**config.mk**
```make
export PLATFORM = sky130hd
export DESIGN_NAME = regfile_port_arbiter
export DESIGN_NICKNAME = d
export VERILOG_FILES = /design/src/rtl/regfile_port_arbiter.sv
export SDC_FILE = /design/constraint.sdc
export NUM_CORES = 1
export LEC_CHECK = 0
export ABC_AREA = 1
export BUFFER_PORTS_ARGS = -buffer_cell sky130_fd_sc_hd__buf_2
export CAP_MARGIN = 20
export CORE_MARGIN = 2
export CORE_UTILIZATION = 35
export CTS_CLUSTER_DIAMETER = 30
export DETAILED_ROUTE_END_ITERATION = 12
export GPL_ROUTABILITY_DRIVEN = 0
export PLACE_DENSITY = 0.67
export SLEW_MARGIN = 20
export SYNTH_ARGS = -nofsm -noshare
export SYNTH_HDL_FRONTEND = slang
export SYNTH_SLANG_ARGS = --single-unit
```
**constraint.sdc**
```tcl
create_clock -name CLKb -period 1.3 [get_ports CLKb]
set_input_delay 0.325 -clock CLKb [delete_from_list [all_inputs] [get_ports CLKb]]
set_output_delay 0.325 -clock CLKb [all_outputs]
set_load 0.01 [all_outputs]
```
**src/rtl/regfile_port_arbiter.sv**
```systemverilog
// -----------------------------------------------------------------------------
// regfile_port_arbiter
//
// Purpose:
//   Shares a 4 x DATA_W register file (1 write port, 2 combinational read
//   ports) between two requesters:
//     req 0 = core control unit
//     req 1 = debug/loader
//   Arbitration is round-robin. Each transaction uses a req/ack handshake:
//     IDLE -> ACCESS (one cycle) -> ACK (one cycle) -> IDLE
//   Every file-side output is registered, so req has no combinational path to
//   ENW, ENR0 or ENR1. All state updates on the falling edge of CLKb.
//
// Ports:
//   CLKb, Rstb           debounced clock (negedge active), async active-low reset
//   req/we/re0/re1 [1:0] per-requester handshake and operation flags
//   wa/ra0/ra1           per-requester addresses, slice i = requester i
//   wd                   per-requester write data, slice i = requester i
//   gnt [1:0]            one-hot owner of the file during ACCESS/ACK
//   ack [1:0]            one-cycle completion pulse to the owner
//   rd0/rd1              registered read data; held when a port is not read
//   D/ENW/WRA            write port of the file
//   ENR0/ENR1/RDA0/RDA1  read ports of the file
//   Q0/Q1                file read data (Z while the matching enable is low)
//   lock [1:0]           present only with REGARB_LOCK_EN
//
// Configuration:
//   REGARB_LOCK_EN  when defined, a requester holding lock[w] and req[w] at the
//                   end of ACK is re-granted directly (no IDLE cycle), for at
//                   most MAX_LOCK consecutive grants. Undefined: no lock port,
//                   plain round-robin.
// -----------------------------------------------------------------------------
module regfile_port_arbiter #(
  parameter int DATA_W   = 10,
  parameter int ADDR_W   = 2,
  parameter int MAX_LOCK = 4
) (
  input  logic                CLKb,
  input  logic                Rstb,
  input  logic [1:0]          req,
  input  logic [1:0]          we,
  input  logic [1:0]          re0,
  input  logic [1:0]          re1,
  input  logic [2*ADDR_W-1:0] wa,
  input  logic [2*ADDR_W-1:0] ra0,
  input  logic [2*ADDR_W-1:0] ra1,
  input  logic [2*DATA_W-1:0] wd,
  output logic [1:0]          gnt,
  output logic [1:0]          ack,
  output logic [DATA_W-1:0]   rd0,
  output logic [DATA_W-1:0]   rd1,
  output logic [DATA_W-1:0]   D,
  output logic                ENW,
  output logic [ADDR_W-1:0]   WRA,
  output logic                ENR0,
  output logic                ENR1,
  output logic [ADDR_W-1:0]   RDA0,
  output logic [ADDR_W-1:0]   RDA1,
`ifdef REGARB_LOCK_EN
  input  logic [1:0]          lock,
`endif
  input  logic [DATA_W-1:0]   Q0,
  input  logic [DATA_W-1:0]   Q1
);

  typedef enum logic [1:0] {
    IDLE   = 2'd0,
    ACCESS = 2'd1,
    ACK    = 2'd2
  } state_t;

  localparam int                CNT_W    = $clog2(MAX_LOCK + 1);
  localparam logic [CNT_W-1:0]  LOCK_MAX = CNT_W'(MAX_LOCK);

  // Without the lock feature the lock path is tied off and folds away, so
  // both builds share one next-state description.
  logic [1:0] lock_i;
`ifdef REGARB_LOCK_EN
  assign lock_i = lock;
`else
  assign lock_i = 2'b00;
`endif

  // State and registered outputs
  state_t             state_q,    state_d;
  logic [1:0]         gnt_q,      gnt_d;
  logic [1:0]         ack_q,      ack_d;
  logic [DATA_W-1:0]  rd0_q,      rd0_d;
  logic [DATA_W-1:0]  rd1_q,      rd1_d;
  logic [DATA_W-1:0]  file_d_q,   file_d_d;
  logic               enw_q,      enw_d;
  logic [ADDR_W-1:0]  wra_q,      wra_d;
  logic               enr0_q,     enr0_d;
  logic               enr1_q,     enr1_d;
  logic [ADDR_W-1:0]  rda0_q,     rda0_d;
  logic [ADDR_W-1:0]  rda1_q,     rda1_d;
  logic               ptr_q,      ptr_d;      // preferred requester on contention
  logic [CNT_W-1:0]   lock_cnt_q, lock_cnt_d; // consecutive grants to the owner

  // Arbitration and field selection
  logic              win;       // IDLE winner
  logic              own;       // current owner (valid in ACCESS/ACK)
  logic              sel;       // requester whose fields get latched
  logic              lock_ok;   // re-grant the owner straight from ACK
  logic              sel_we, sel_re0, sel_re1;
  logic [ADDR_W-1:0] sel_wa, sel_ra0, sel_ra1;
  logic [DATA_W-1:0] sel_wd;

  always_comb begin
    unique case (req)
      2'b01:   win = 1'b0;
      2'b10:   win = 1'b1;
      2'b11:   win = ptr_q;
      default: win = 1'b0;
    endcase
  end

  assign own     = gnt_q[1];
  assign sel     = (state_q == ACK) ? own : win;
  assign lock_ok = lock_i[own] & req[own] & (lock_cnt_q < LOCK_MAX);

  assign sel_we  = we[sel];
  assign sel_re0 = re0[sel];
  assign sel_re1 = re1[sel];
  assign sel_wa  = sel ? wa[2*ADDR_W-1:ADDR_W]  : wa[ADDR_W-1:0];
  assign sel_ra0 = sel ? ra0[2*ADDR_W-1:ADDR_W] : ra0[ADDR_W-1:0];
  assign sel_ra1 = sel ? ra1[2*ADDR_W-1:ADDR_W] : ra1[ADDR_W-1:0];
  assign sel_wd  = sel ? wd[2*DATA_W-1:DATA_W]  : wd[DATA_W-1:0];

  always_comb begin
    // NOTE: every _d starts at its _q value (ack at 0) so no path through the
    // case below leaves a signal unassigned, which would infer a latch.
    state_d    = state_q;
    gnt_d      = gnt_q;
    ack_d      = 2'b00;
    rd0_d      = rd0_q;
    rd1_d      = rd1_q;
    file_d_d   = file_d_q;
    enw_d      = enw_q;
    wra_d      = wra_q;
    enr0_d     = enr0_q;
    enr1_d     = enr1_q;
    rda0_d     = rda0_q;
    rda1_d     = rda1_q;
    ptr_d      = ptr_q;
    lock_cnt_d = lock_cnt_q;

    unique case (state_q)
      IDLE: begin
        enw_d  = 1'b0;
        enr0_d = 1'b0;
        enr1_d = 1'b0;
        if (|req) begin
          enw_d      = sel_we;
          enr0_d     = sel_re0;
          enr1_d     = sel_re1;
          file_d_d   = sel_wd;
          wra_d      = sel_wa;
          rda0_d     = sel_ra0;
          rda1_d     = sel_ra1;
          gnt_d      = sel ? 2'b10 : 2'b01;
          ptr_d      = ~sel;
          lock_cnt_d = CNT_W'(1);
          state_d    = ACCESS;
        end else begin
          lock_cnt_d = '0;
        end
      end

      ACCESS: begin
        // The file writes on this same edge; Q0/Q1 still carry the old
        // contents, so a read of the address being written returns old data.
        if (enr0_q) rd0_d = Q0;
        if (enr1_q) rd1_d = Q1;
        enw_d   = 1'b0;
        enr0_d  = 1'b0;
        enr1_d  = 1'b0;
        ack_d   = gnt_q;
        state_d = ACK;
      end

      ACK: begin
        if (lock_ok) begin
          enw_d      = sel_we;
          enr0_d     = sel_re0;
          enr1_d     = sel_re1;
          file_d_d   = sel_wd;
          wra_d      = sel_wa;
          rda0_d     = sel_ra0;
          rda1_d     = sel_ra1;
          ptr_d      = ~sel;
          lock_cnt_d = lock_cnt_q + 1'b1;
          state_d    = ACCESS;
        end else begin
          gnt_d   = 2'b00;
          state_d = IDLE;
        end
      end

      default: begin
        gnt_d   = 2'b00;
        enw_d   = 1'b0;
        enr0_d  = 1'b0;
        enr1_d  = 1'b0;
        state_d = IDLE;
      end
    endcase
  end

  // An async reset mid-ACCESS clears ENW at once, so the file never sees the
  // aborted write and no ack is produced.
  always_ff @(negedge CLKb or negedge Rstb) begin
    if (!Rstb) begin
      state_q    <= IDLE;
      gnt_q      <= '0;
      ack_q      <= '0;
      rd0_q      <= '0;
      rd1_q      <= '0;
      file_d_q   <= '0;
      enw_q      <= 1'b0;
      wra_q      <= '0;
      enr0_q     <= 1'b0;
      enr1_q     <= 1'b0;
      rda0_q     <= '0;
      rda1_q     <= '0;
      ptr_q      <= 1'b0;
      lock_cnt_q <= '0;
    end else begin
      // NOTE: non-blocking assignments make every flop sample the values from
      // before this edge, independent of statement order.
      state_q    <= state_d;
      gnt_q      <= gnt_d;
      ack_q      <= ack_d;
      rd0_q      <= rd0_d;
      rd1_q      <= rd1_d;
      file_d_q   <= file_d_d;
      enw_q      <= enw_d;
      wra_q      <= wra_d;
      enr0_q     <= enr0_d;
      enr1_q     <= enr1_d;
      rda0_q     <= rda0_d;
      rda1_q     <= rda1_d;
      ptr_q      <= ptr_d;
      lock_cnt_q <= lock_cnt_d;
    end
  end

  assign gnt  = gnt_q;
  assign ack  = ack_q;
  assign rd0  = rd0_q;
  assign rd1  = rd1_q;
  assign D    = file_d_q;
  assign ENW  = enw_q;
  assign WRA  = wra_q;
  assign ENR0 = enr0_q;
  assign ENR1 = enr1_q;
  assign RDA0 = rda0_q;
  assign RDA1 = rda1_q;

endmodule
```
Word level (Yosys, flattened, before mapping)
Cells that the tools add are included.
Widths: inputs -> output; s select.
{ "word_totals": {"reg_bits": 49, "elab_cells": 87} }
{ "op_classes": {"eq_ne": 7, "n_mux": 50, "bitwise_logic": 4, "magnitude_cmp": 3, "reduce_logical": 8, "n_addsub": 1} }
{ "ops": {"columns": ["cell", "n"], "rows": [
  ["$mux 10", 3],
  ["$mux 2", 14],
  ["$mux 1", 20],
  ["$pmux 10 s2", 1],
  ["$pmux 2 s2", 3],
  ["$pmux 2 s3", 2],
  ["$pmux 1 s2", 5],
  ["$eq 2x2->1 const B", 3],
  ["$ne 2x2->1 const B", 3],
  ["$pmux 3 s2", 1],
  ["$reduce_and 2->1", 3],
  ["$reduce_and 3->1", 2],
  ["$lt 1x2->1 const B", 2],
  ["$add 3x1->3 const B", 1],
  ["$lt 3x3->1 const B", 1],
  ["$mux 3", 1],
  ["$and 1x1->1", 2],
  ["$eq 2x1->1 const B", 1],
  ["$logic_not 2->1", 1],
  ["$not 1->1", 2],
  ["$reduce_bool 2->1", 1],
  ["$reduce_or 2->1", 1]
]} }

Logic depth before layout (Yosys ltp)
{ "logic_depth": {"ltp_word": 7, "ltp_mapped": 9, "ltp_nobuf": 8} }

==> impl_metrics.csv <==
group,metric,value,unit
worst_setup_path,critPathBufInv,1,
cells_and_area,antennaDiodeCount,0,
cts,clock_sinks,46,
worst_setup_path,path_cells,"buf_2",
power,cellPowerDensity,2280,nW/µm²
sta,finalClockSkew,0.00246,ns
place,place_hpwl,4180,µm
worst_setup_path,crit_type,"flip-flop to output port",
synth,synth_seq_cells,46,
routing,dr.first_iter.drc_count,89,
routing,dr.pass1.iters,6,
status,failed_checks,"negative setup slack",
synth,synth_most_common_cell,"nand2_1",
floorplan,die_y,82.8,µm
worst_setup_path,cp_slowest_cell,"dfrtn_1",
routing,vias_per_cell,4.59,
cells_and_area,areaGrowthSynthToFinish,65.5,%
place,placed_cell_area,2880,µm²
cts,holdBufCountCts,0,
worst_setup_path,start_kind,"flip-flop",
sta,hold_ws,0.416,ns
cts,clkTransAtPathRegs,0.06,ns
floorplan,io-pin-count,105,
synth,synth.top_cells.by_area,"dfrtn_1, nand2_1, nand3_1, inv_1, buf_6",
sta,slew_violations,0,
floorplan,die_w,82.8,µm
worst_setup_path,endpoint,"RDA0[0]",
cells_and_area,postLayoutCellArea,3600,µm²
cts,cts_buffers,5,
cells_and_area,nets,481,
status,status,"complete, but fails checks",
sta,final-hold-violation-count,0,
job,drv_cap,0,
sta,tightest_slew,0.267,ns
worst_setup_path,cp_data_required_time,0.98,ns
cts,clk_latency,0.29,ns
worst_setup_path,critPathCaptureType,"output port",
synth,synth_area_leader_cell,"dfrtn_1",
worst_setup_path,arrival,1.52,ns
synth,ys.warnings.count,0,
worst_setup_path,regToRegSetupSlack,-0.18,ns
synth,netlist_instances,279,
synth,synthesis.nets,341,
floorplan,rows,28,
cells_and_area,finalNonFillerCells,495,
worst_setup_path,timing.rr.end,"D[8]$_DFFE_NN0P_",
grt,antenna_found_initial,0,
cts,cts_tree,"done",
cts,root_buffer,"clkbuf_8",
synth,syn_area,2180,µm²
sta,fin_tns_setup,-28.29,ns
synth,synth_top_area_share,52.9,%
routing,wl_per_cell,13.0,µm
grt,grt_pass1_vias,2250,
sta,fin_ws,-0.546,ns
synth,yosysSeqAreaShare,52.9,%
worst_setup_path,crit_path_start,"RDA0[0]$_DFFE_NN0P_",
sta,max_slew_margin,82.2,%
worst_setup_path,path_max_fanout,2,
grt,grt_max_degree,24,
synth,synth_ff_type,"dfrtn_1",
cells_and_area,drive_above_1_share,50.7,%
routing,ant_nets,0,
cts,cts_buffer_depth,2,
place,io_buffers,104,
floorplan,die_area,6860,µm²
cts,h-tree-depth,2,
place,placed_cells,463,
sta,finalSetupViolations,66,
floorplan,core,5960,µm²
worst_setup_path,cpLargestDelayFamily,"flip-flops",
power,leakage,0.00209,µW
routing,wl,6450,µm
synth,yosys-top-cells-count,"nand2_1, nand3_1, dfrtn_1",
worst_setup_path,cp_num_cells,1,
synth,async_flop_share,100,%
sta,rsz0062_at_grt,"yes",
grt,grt_pass1_wl,10600,µm
synth,ys_types,17,
min_path,hold_class,"flip-flop to flip-flop",
routing,vias,2271,
worst_setup_path,reg2reg_from,"state_q[0]$_DFFE_NN0N_",
synth,synth.avg_cell_area,7.80,µm²
grt,overflow,0,
grt,grt_usage,18.8,%
power,ir_drop,1.19,mV
place,pre_cts_slack,-0.587,ns
synth,synth_edf_count,0,
worst_setup_path,slowest_delay,0.43,ns
floorplan,start_util,36.5,%
worst_setup_path,r2r_cells,8,
routing,drcViolationCount,0,
-- placed cells by master, fill, tap and decap left out, drive strengths merged --
cell type	instances
nand2	106
o22ai	1
nand3	58
a21oi	1
dfrtn	46
clkinv	2
nor2	6
buf	146
o21ai	2
inv	45
clkbuf	6
clkinvlp	1
-- per-layer routing --
metal,wire length (µm),global-route usage (%),share of wire [%]
met3,497,3.58,7.7
met2,3130,31.8,48
met4,52,4.02,0.81
met5,0,0,0
met1,2780,25.2,43
-- flip-flops by register name, summed over array words and instances, names as in the netlist --
name     count
D           10
ENR0         1
ENR1         1
ENW          1
RDA0         2
RDA1         2
WRA          2
ack          2
gnt          2
ptr_q        1
rd0         10
rd1         10
state_q      2
-- final cells by class --
class | count | area [µm²]
inverters | 46 | 185
flip-flops and latches | 46 | 1150
well taps | 75 | 93.8
fillers | 521 | 2350
clock buffers | 6 | 82.6
clock inverters | 2 | 12.5
multi-input cells | 174 | 1060
repair buffers | 146 | 1020
-- repair_timing --
item	CTS	global route
cloned	6	0
buffers inserted	7	13
endpoints found under the setup margin	66	86
pin swaps	21	27
resized for setup	77	16
-- kinds of logic (layout without fill, tap and decap cells) --
kind of cell / Yosys count / after routing / synth area share (%)
flops: 46 / 46 / 52.9
compound gates: 4 / 4 / 0.978
buf+inv: 59 / 200 / 12.5
simple gates: 170 / 170 / 33.6
-- worst reg2reg max path: cells and delay by family (launching register included) --
kind / cells / cell delay (ns)
buf+inv: 3 / 0.41
flops: 1 / 0.42
simple gates: 5 / 0.51
-- where the power goes --
part / leakage (µW) / switching (µW) / total, µW / internal (µW)
combinational: 0.00148 / 2590 / 4790 / 2200
clock: 0.0000472 / 465 / 892 / 427
sequential: 0.000568 / 359 / 2540 / 2180
total: 0.00209 / 3410 / 8220 / 4810
-- metrics by stage --
step	utilization, %	power, µW
detailed placement	48.4	5830
global placement	48.4	5740
global route	60.5	8850
floorplan	-	4620
finish	60.5	8220
CTS	58.2	7940
-- worst min path at each step --
| stage | start | to | slack [ns] | cells past startpoint |
|---|---|---|---|---|
| 2_1_floorplan | D[4]$_DFFE_NN0P_ | D[4]$_DFFE_NN0P_ | 0.47 | 2 |
| 6_report | rd1[7]$_DFFE_NN0P_ | rd1[7]$_DFFE_NN0P_ | 0.42 | 2 |
| 5_1_grt | rd0[8]$_DFFE_NN0P_ | rd0[8]$_DFFE_NN0P_ | 0.44 | 2 |
| 3_3_place_gp | rd0[0]$_DFFE_NN0P_ | rd0[0]$_DFFE_NN0P_ | 0.41 | 2 |
| 4_1_cts | rd0[2]$_DFFE_NN0P_ | rd0[2]$_DFFE_NN0P_ | 0.42 | 2 |
| 3_5_place_dp | rd0[2]$_DFFE_NN0P_ | rd0[2]$_DFFE_NN0P_ | 0.41 | 2 |
No activity file was read; power rests on OpenSTA's default activity.
